### src/rtl/spi_reg_pkg.sv
// Shared types and constants for the SPI-to-register-bus bridge.
package spi_reg_pkg;

  typedef enum logic [2:0] {
    ST_IDLE,
    ST_WR_WAIT,
    ST_WR_BUS,
    ST_RD_BUS,
    ST_RD_READY
  } state_t;

  localparam int unsigned CMD_BIT      = 7;
  localparam int unsigned ADDR_W       = 7;
  localparam logic [7:0]  FILL_DEFAULT = 8'hFF;

endpackage

### src/rtl/spi_reg_ctrl.sv
// Bridges SPI slave byte events to a single-outstanding register bus with
// auto-incrementing address, read prefetch, timeout and sticky error.
module spi_reg_ctrl
  import spi_reg_pkg::*;
#(
  parameter int unsigned TIMEOUT = 32,
  parameter logic [7:0]  FILL    = FILL_DEFAULT
) (
  input  logic              clk,
  input  logic              reset,
  input  logic              ssn,
  input  logic              api_start,
  input  logic              api_next,
  input  logic              api_strobe,
  input  logic [7:0]        api_din,
  output logic [7:0]        api_dout,
  output logic              bus_req,
  output logic              bus_we,
  output logic [ADDR_W-1:0] bus_addr,
  output logic [7:0]        bus_wdata,
  input  logic [7:0]        bus_rdata,
  input  logic              bus_ack,
  output logic              err,
  output logic              busy
);

  localparam int unsigned TMO_W = (TIMEOUT > 1) ? $clog2(TIMEOUT) : 1;

  state_t              r_state, w_state_nxt;
  logic [ADDR_W-1:0]   r_addr, r_bus_addr, w_addr_inc;
  logic [7:0]          r_wdata, r_dout, r_pend_cmd, w_cmd_byte;
  logic [TMO_W-1:0]    r_tmo;
  logic                r_req, r_we, r_err, r_abort, r_pend;
  logic                w_cmd_now, w_tmo, w_done, w_in_bus;
  logic                w_decode, w_load_cmd, w_issue_wr, w_issue_rd, w_inc;

  assign w_cmd_now  = api_start & api_next;
  // A command arriving this cycle wins over one parked during a bus access.
  assign w_cmd_byte = w_cmd_now ? api_din : r_pend_cmd;
  assign w_addr_inc = r_addr + 1'b1;
  assign w_tmo      = r_req && (r_tmo == TMO_W'(TIMEOUT - 1));
  assign w_done     = r_req && (bus_ack || w_tmo);
  assign w_in_bus   = (r_state == ST_WR_BUS) || (r_state == ST_RD_BUS);

  always_ff @(posedge clk) begin
    if (reset) r_state <= ST_IDLE;
    else       r_state <= w_state_nxt;
  end

  always_comb begin
    w_state_nxt = r_state;
    w_decode    = 1'b0;
    w_load_cmd  = 1'b0;
    w_issue_wr  = 1'b0;
    w_issue_rd  = 1'b0;
    w_inc       = 1'b0;
    unique case (r_state)
      ST_IDLE:
        w_decode = !ssn && (w_cmd_now || r_pend);
      ST_WR_WAIT:
        if (ssn)           w_state_nxt = ST_IDLE;
        else if (w_cmd_now) w_decode   = 1'b1;
        else if (api_next) begin
          w_issue_wr  = 1'b1;
          w_state_nxt = ST_WR_BUS;
        end
      ST_WR_BUS:
        if (w_done) begin
          w_inc       = 1'b1;
          w_state_nxt = (ssn || r_abort || r_pend || w_cmd_now) ? ST_IDLE : ST_WR_WAIT;
        end
      ST_RD_BUS:
        if (w_done)
          w_state_nxt = (ssn || r_abort || r_pend || w_cmd_now) ? ST_IDLE : ST_RD_READY;
      ST_RD_READY:
        if (ssn)            w_state_nxt = ST_IDLE;
        else if (w_cmd_now) w_decode    = 1'b1;
        else if (api_strobe) begin
          w_inc       = 1'b1;
          w_issue_rd  = 1'b1;
          w_state_nxt = ST_RD_BUS;
        end
      default: w_state_nxt = ST_IDLE;
    endcase
    if (w_decode) begin
      w_load_cmd = 1'b1;
      if (w_cmd_byte[CMD_BIT]) begin
        w_state_nxt = ST_WR_WAIT;
      end else begin
        w_issue_rd  = 1'b1;
        w_state_nxt = ST_RD_BUS;
      end
    end
  end

  always_comb begin
    busy      = (r_state != ST_IDLE);
    api_dout  = ((r_state == ST_IDLE) && ssn) ? FILL : r_dout;
    bus_req   = r_req;
    bus_we    = r_we;
    bus_addr  = r_bus_addr;
    bus_wdata = r_wdata;
    err       = r_err;
  end

  always_ff @(posedge clk) begin
    if (reset) begin
      r_addr     <= '0;
      r_req      <= 1'b0;
      r_we       <= 1'b0;
      r_bus_addr <= '0;
      r_wdata    <= '0;
      r_dout     <= FILL;
      r_err      <= 1'b0;
      r_tmo      <= '0;
      r_abort    <= 1'b0;
      r_pend     <= 1'b0;
      r_pend_cmd <= '0;
    end else begin
      if (w_load_cmd) r_addr <= w_cmd_byte[ADDR_W-1:0];
      else if (w_inc) r_addr <= w_addr_inc;

      if (w_issue_rd) begin
        r_req      <= 1'b1;
        r_we       <= 1'b0;
        r_bus_addr <= w_load_cmd ? w_cmd_byte[ADDR_W-1:0] : w_addr_inc;
      end else if (w_issue_wr) begin
        r_req      <= 1'b1;
        r_we       <= 1'b1;
        r_bus_addr <= r_addr;
        r_wdata    <= api_din;
      end else if (w_done) begin
        r_req <= 1'b0;
      end

      if (w_issue_rd || w_issue_wr) r_tmo <= '0;
      else if (r_req)               r_tmo <= r_tmo + 1'b1;

      if ((r_state == ST_RD_BUS) && w_done) r_dout <= bus_ack ? bus_rdata : FILL;

      if ((w_done && !bus_ack) ||
          ((r_state == ST_RD_BUS) && api_strobe) ||
          ((r_state == ST_WR_BUS) && api_next && !api_start))
        r_err <= 1'b1;

      r_abort <= (w_in_bus && !w_done) ? (r_abort | ssn) : 1'b0;

      if (ssn) begin
        r_pend <= 1'b0;
      end else if (w_in_bus && w_cmd_now) begin
        r_pend     <= 1'b1;
        r_pend_cmd <= api_din;
      end else if (w_load_cmd) begin
        r_pend <= 1'b0;
      end
    end
  end

endmodule

### config.mk
export PLATFORM = sky130hd
export DESIGN_NAME = spi_reg_ctrl
export DESIGN_NICKNAME = d
export VERILOG_FILES = /design/src/rtl/spi_reg_pkg.sv /design/src/rtl/spi_reg_ctrl.sv
export SDC_FILE = /design/constraint.sdc
export NUM_CORES = 1
export LEC_CHECK = 0
export CELL_PAD_IN_SITES_DETAIL_PLACEMENT = 1
export CELL_PAD_IN_SITES_GLOBAL_PLACEMENT = 2
export CORE_ASPECT_RATIO = 1.4
export CORE_MARGIN = 2
export CORE_UTILIZATION = 34
export CTS_BUF_LIST = sky130_fd_sc_hd__clkbuf_8
export DETAILED_ROUTE_END_ITERATION = 7
export PLACE_DENSITY_LB_ADDON = 0.08
export SETUP_SLACK_MARGIN = 0.2
export SLEW_MARGIN = 40
export SYNTH_ARGS = -nofsm -noshare
export SYNTH_HDL_FRONTEND = slang
export SYNTH_SLANG_ARGS = --single-unit
### constraint.sdc
create_clock -name clk -period 3.1 [get_ports clk]
set_input_delay 0.62 -clock clk [delete_from_list [all_inputs] [get_ports clk]]
set_output_delay 0.62 -clock clk [all_outputs]
set_load 0.1 [all_outputs]
# [Word level (Yosys, flattened, before mapping)]
# Index checks and enable logic that the tools add are counted.
[totals] word_cells=111 input_bits=23 memories=0 output_inout_bits=27 ram_bits=0 romBits=0 register_bits=51 latch_bits=0
[classes] n_bitwise=5 eq_ne=12 n_div=0 n_mux=42 order_cmp=0 n_addsub=2 mul=0 n_reduce_logical=38 n_shift=0
[op_table] op="$mux 7" count=5
[op_table] op="$mux 3" count=10
[op_table] op="$mux 8" count=3
[op_table] op="$mux 1" count=20
[op_table] op="$ne 4x4->1 const B" count=4
[op_table] op="$pmux 3 s5" count=1
[op_table] op="$logic_and 1x1->1" count=11
[op_table] op="$reduce_or 2->1" count=5
[op_table] op="$logic_or 1x1->1" count=9
[op_table] op="$add 7x1->7 const B" count=1
[op_table] op="$reduce_and 7->1" count=1
[op_table] op="$eq 3x2->1 const B" count=2
[op_table] op="$ne 3x3->1 const B" count=2
[op_table] op="$reduce_bool 2->1" count=3
[op_table] op="$reduce_bool 3->1" count=2
[op_table] op="$add 5x1->5 const B" count=1
[op_table] op="$eq 5x5->1 const B" count=1
[op_table] op="$logic_not 1->1" count=4
[op_table] op="$pmux 1 s2" count=2
[op_table] op="$reduce_and 2->1" count=2
[op_table] op="$eq 3x1->1 const B" count=1
[op_table] op="$eq 3x3->1 const B" count=1
[op_table] op="$logic_not 3->1" count=1
[op_table] op="$not 1->1" count=3
[op_table] op="other kinds (4)" count=4

# [Depth between registers and ports, before layout]
[depth] ltp_word=8 ltp_mapped=9 mapped_depth_nobuf=8

# [Worst setup path before layout]
# OpenSTA, ideal clock, no wires.
[synth_path] path_type="register to output" start="register r_state[2]" end="output api_dout[0]" path_stages_with_launch=6 n_path_buf=2 arrival_time_ns=2.202 slack_ns=0.278 t_required_ns=2.480 cell_sequence="dfxtp_1 buf_2 buf_2 or3_1 nor2_1 or2_2"
[synth_between] elab_chain_len=3
[synth_rtl] element="start, declared" line="spi_reg_ctrl.sv:29" text="state_t r_state, w_state_nxt;"
[synth_rtl] element="start signal, assigned" line="spi_reg_ctrl.sv:47" text="else r_state <= w_state_nxt;"
[synth_rtl] element="$logic_not 3->1" line="spi_reg_ctrl.sv:98" text="api_dout = ((r_state == ST_IDLE) && ssn) ? FILL : r_dout;"
[synth_rtl] element="$logic_and 1x1->1" line="spi_reg_ctrl.sv:98"
[synth_rtl] element="$mux 8" line="spi_reg_ctrl.sv:98"
[synth_rtl] element="end, declared" line="spi_reg_ctrl.sv:16" text="output logic [7:0] api_dout,"
# No other way between the ends.

# [Final worst setup path]
[layout_path] start="input ssn" end="output api_dout[7]"
[layout_between] elab_chain_len=2
[layout_rtl] element="start, declared" line="spi_reg_ctrl.sv:11" text="input logic ssn,"
[layout_rtl] element="$logic_and 1x1->1" line="spi_reg_ctrl.sv:98"
[layout_rtl] element="$mux 8" line="spi_reg_ctrl.sv:98"
# No other way between the ends.

==> flow_metrics.tcl <==
set metrics [dict create \
    irDropWorstVdd_uv 260 \
    drc_errors 0 \
    syn_area_um2 2550 \
    yosysTopAreaCellShare_pct 40.0 \
    ios 50 \
    synth_top_area_cell "dfxtp_1" \
    worstPathRequired_ns 2.48 \
    die_x_um 77.2 \
    final_area_um2 3320 \
    cp.arrival_ns 2.05 \
    yosysMostFrequentCell "dfxtp_1" \
    synth_ff_type "dfxtp_1" \
    setup_tns_ns 0 \
    yosys-top-cells-count "dfxtp_1 (51), nor2_1 (39), mux2i_1 (22)" \
    fin_skew_ns 0.00753 \
    antenna_found_initial 0 \
    cts_max_level 2 \
    start_util_pct 34.9 \
    status "finished clean" \
    drv_slew 0 \
    numCtsBuffers 5 \
    cts_buffer_depth 2 \
    clock_sinks 51 \
    antenna_left 0 \
    crit_family "buffers and inverters" \
    fill_cells 875 \
    crit_fanout 8 \
    end_kind "output pin" \
    tritoncts "yes" \
    dp_hpwl_mm 5.38 \
    synthCells 288 \
    relSlewSlack_pct 57.5 \
    dp_cells 426 \
    vias 2278 \
    die-area_um2 8230 \
    portBuffers 49 \
    diodes 0 \
    synth-edff-count 0 \
    nets 362 \
    drt-total-wl_mm 7.30 \
    fin_crit_sh_pct 86.2 \
    critPathMaxStageDelay_ns 0.62 \
    power_leakage_nw 1.25 \
    drv_cap 0 \
    first_iter_violations 84 \
    drive_gt1_share_pct 20.5 \
    critical-path-slowest-cell "clkdlybuf4s50_1" \
    path_class "in -> out" \
    track_usage_pct 18.6 \
    insertion_delay_ns 0.30 \
    hp-class "reg -> reg" \
    rsz0062_at_grt "no" \
    synth_cell_types 48 \
    critPathBufInv 3 \
    first_pass_iters 4 \
    fmax_mhz 374 \
    grt_pass1_vias 2379 \
    yosysSeqAreaShare_pct 40.0 \
    seqCellArea_um2 1020 \
    p_per_area_nw_per_um2 449 \
    clk_pin_slew_ns 0.09 \
    die_h_um 107 \
    rows 37 \
    postCtsSetupBuffers 0 \
    ys_ff_latch 51 \
    avgRoutedWirePerCell_um 16.8 \
    hold_viol 0 \
    place.gp.congestion 0.829 \
    holdWs_ns 0.496 \
    ys_warn_count 0 \
    cp_cell_sequence "clkdlybuf4s50_1 > inv_1 > nor2_2 > or2_2 > buf_12" \
    grt_max_degree 34 \
    cp-start-kind "input pin" \
    grt_overflow_total 0 \
    synthesis.nets 314 \
    via_per_inst 5.25 \
    setup_viol 0 \
    core_area_um2 7310 \
    root_buffer "clkbuf_8" \
    async_flop_share_pct 0 \
    tightest_slew_ns 0.637 \
    multi_input_area_um2 1440 \
    ys_top_cells_by_area "dfxtp_1 (40%), mux2i_1 (8.6%), nor2_1 (5.7%)" \
    syn_area_per_cell_um2 8.87 \
    placed_area_um2 3180 \
    final_cell_count_no_fill 434 \
    grt_pass1_wl_mm 12.2 \
    min_period_ns 2.67 \
    area_delta_synth_final_pct 30.1 \
]
==> stage by stage <==
step / worst slack, ns / total power [mW] / util (%)
final: 0.427 / 1.49 / 45.4
after global routing: 0.340 / 1.56 / 45.4
after CTS: 0.244 / 1.51 / 45.4
after detailed placement: 0.284 / 0.958 / 43.5
after global placement: 0.343 / 0.956 / 43.5
after floorplan: 0.278 / 0.869 / -
==> per-layer routing <==
| metal | vias to the layer above | track usage (%) | routed length [µm] |
|---|---|---|---|
| met3 | 4 | 2.38 | 172 |
| met4 | 0 | 4.21 | 45 |
| met1 | 1107 | 21.6 | 3160 |
| met2 | 36 | 35.6 | 3920 |
| li1 | 1131 | - | - |
| met5 | - | 0 | 0 |
==> flip-flops by register name (all words and copies together) (netlist names) <==
name and count:
r_tmo 5, bus_we 1, r_addr 7, r_pend_cmd 8, r_pend 1, bus_req 1
err 1, r_abort 1, r_state 3, r_dout 8, bus_addr 7, bus_wdata 8
==> where the power goes <==
| part | switching (mW) | total (mW) | leakage, nW | internal [mW] |
|---|---|---|---|---|
| clock network | 0.228 | 0.549 | 0.0644 | 0.322 |
| logic | 0.159 | 0.245 | 0.776 | 0.0864 |
| registers | 0.0234 | 0.696 | 0.413 | 0.672 |
==> worst register-to-register path, delay by kind of cell (launching register included) <==
kind	cells	cell delay, ns
compound gates	3	0.78
simple gates	2	0.45
fa+ha+maj	2	0.43
flops	1	0.34
buf+inv	1	0.17
==> timing repair <==
item,in CTS,in global routing
gates resized for setup,0,1
hold buffers,0,0
setup endpoints to repair,0,2
hold endpoints to repair,0,0
==> cell usage in the layout, fill, tap and decap left out, drive strengths merged, types with 4 or more instances in the layout <==
cell type      count
a31oi              4
nor2              40
clkdlybuf4s50     22
a21oi              6
dfxtp             51
nand2             21
o21ai             15
mux2i             22
and2               6
nand3b             9
and3               5
nor3               5
nand3             13
a221o              5
xor2               8
buf               37
or2               10
a211oi             6
clkbuf             5
==> logic make-up after synthesis <==
group,after synthesis,share of synthesized area [%]
and+or+nand+nor,122,24.7
DFF,51,40.0
buffers and inverters,21,3.92
AOI/OAI and AO/OA,56,16.6
xor gates and xnor gates,10,3.43
adders and majority gates,3,1.47
muxes,25,9.95
==> cell type report <==
cell class                 count  share of cell area, %
clock buffer                   5                   2.07
clock inverter                 3                   2.03
inverter                       3                  0.339
multi-input combinational    216                   43.2
sequential                    51                   30.7
tap                           97                   3.65
timing repair buffer          59                   18.0
==> worst paths after layout <==
kind | start | to | slack (ns) | depth (start not counted)
hold reg to reg | r_dout[3]$_SDFFE_PP1P_ | r_dout[3]$_SDFFE_PP1P_ | 0.50 | 2
setup / recovery | ssn | api_dout[7] | 0.43 | 5
hold / removal | r_dout[3]$_SDFFE_PP1P_ | r_dout[3]$_SDFFE_PP1P_ | 0.50 | 2
setup reg to reg | r_tmo[0]$_SDFFE_PP0P_ | bus_addr[0]$_SDFFE_PP0P_ | 0.83 | 8
Power figures use the tool's default switching activity.
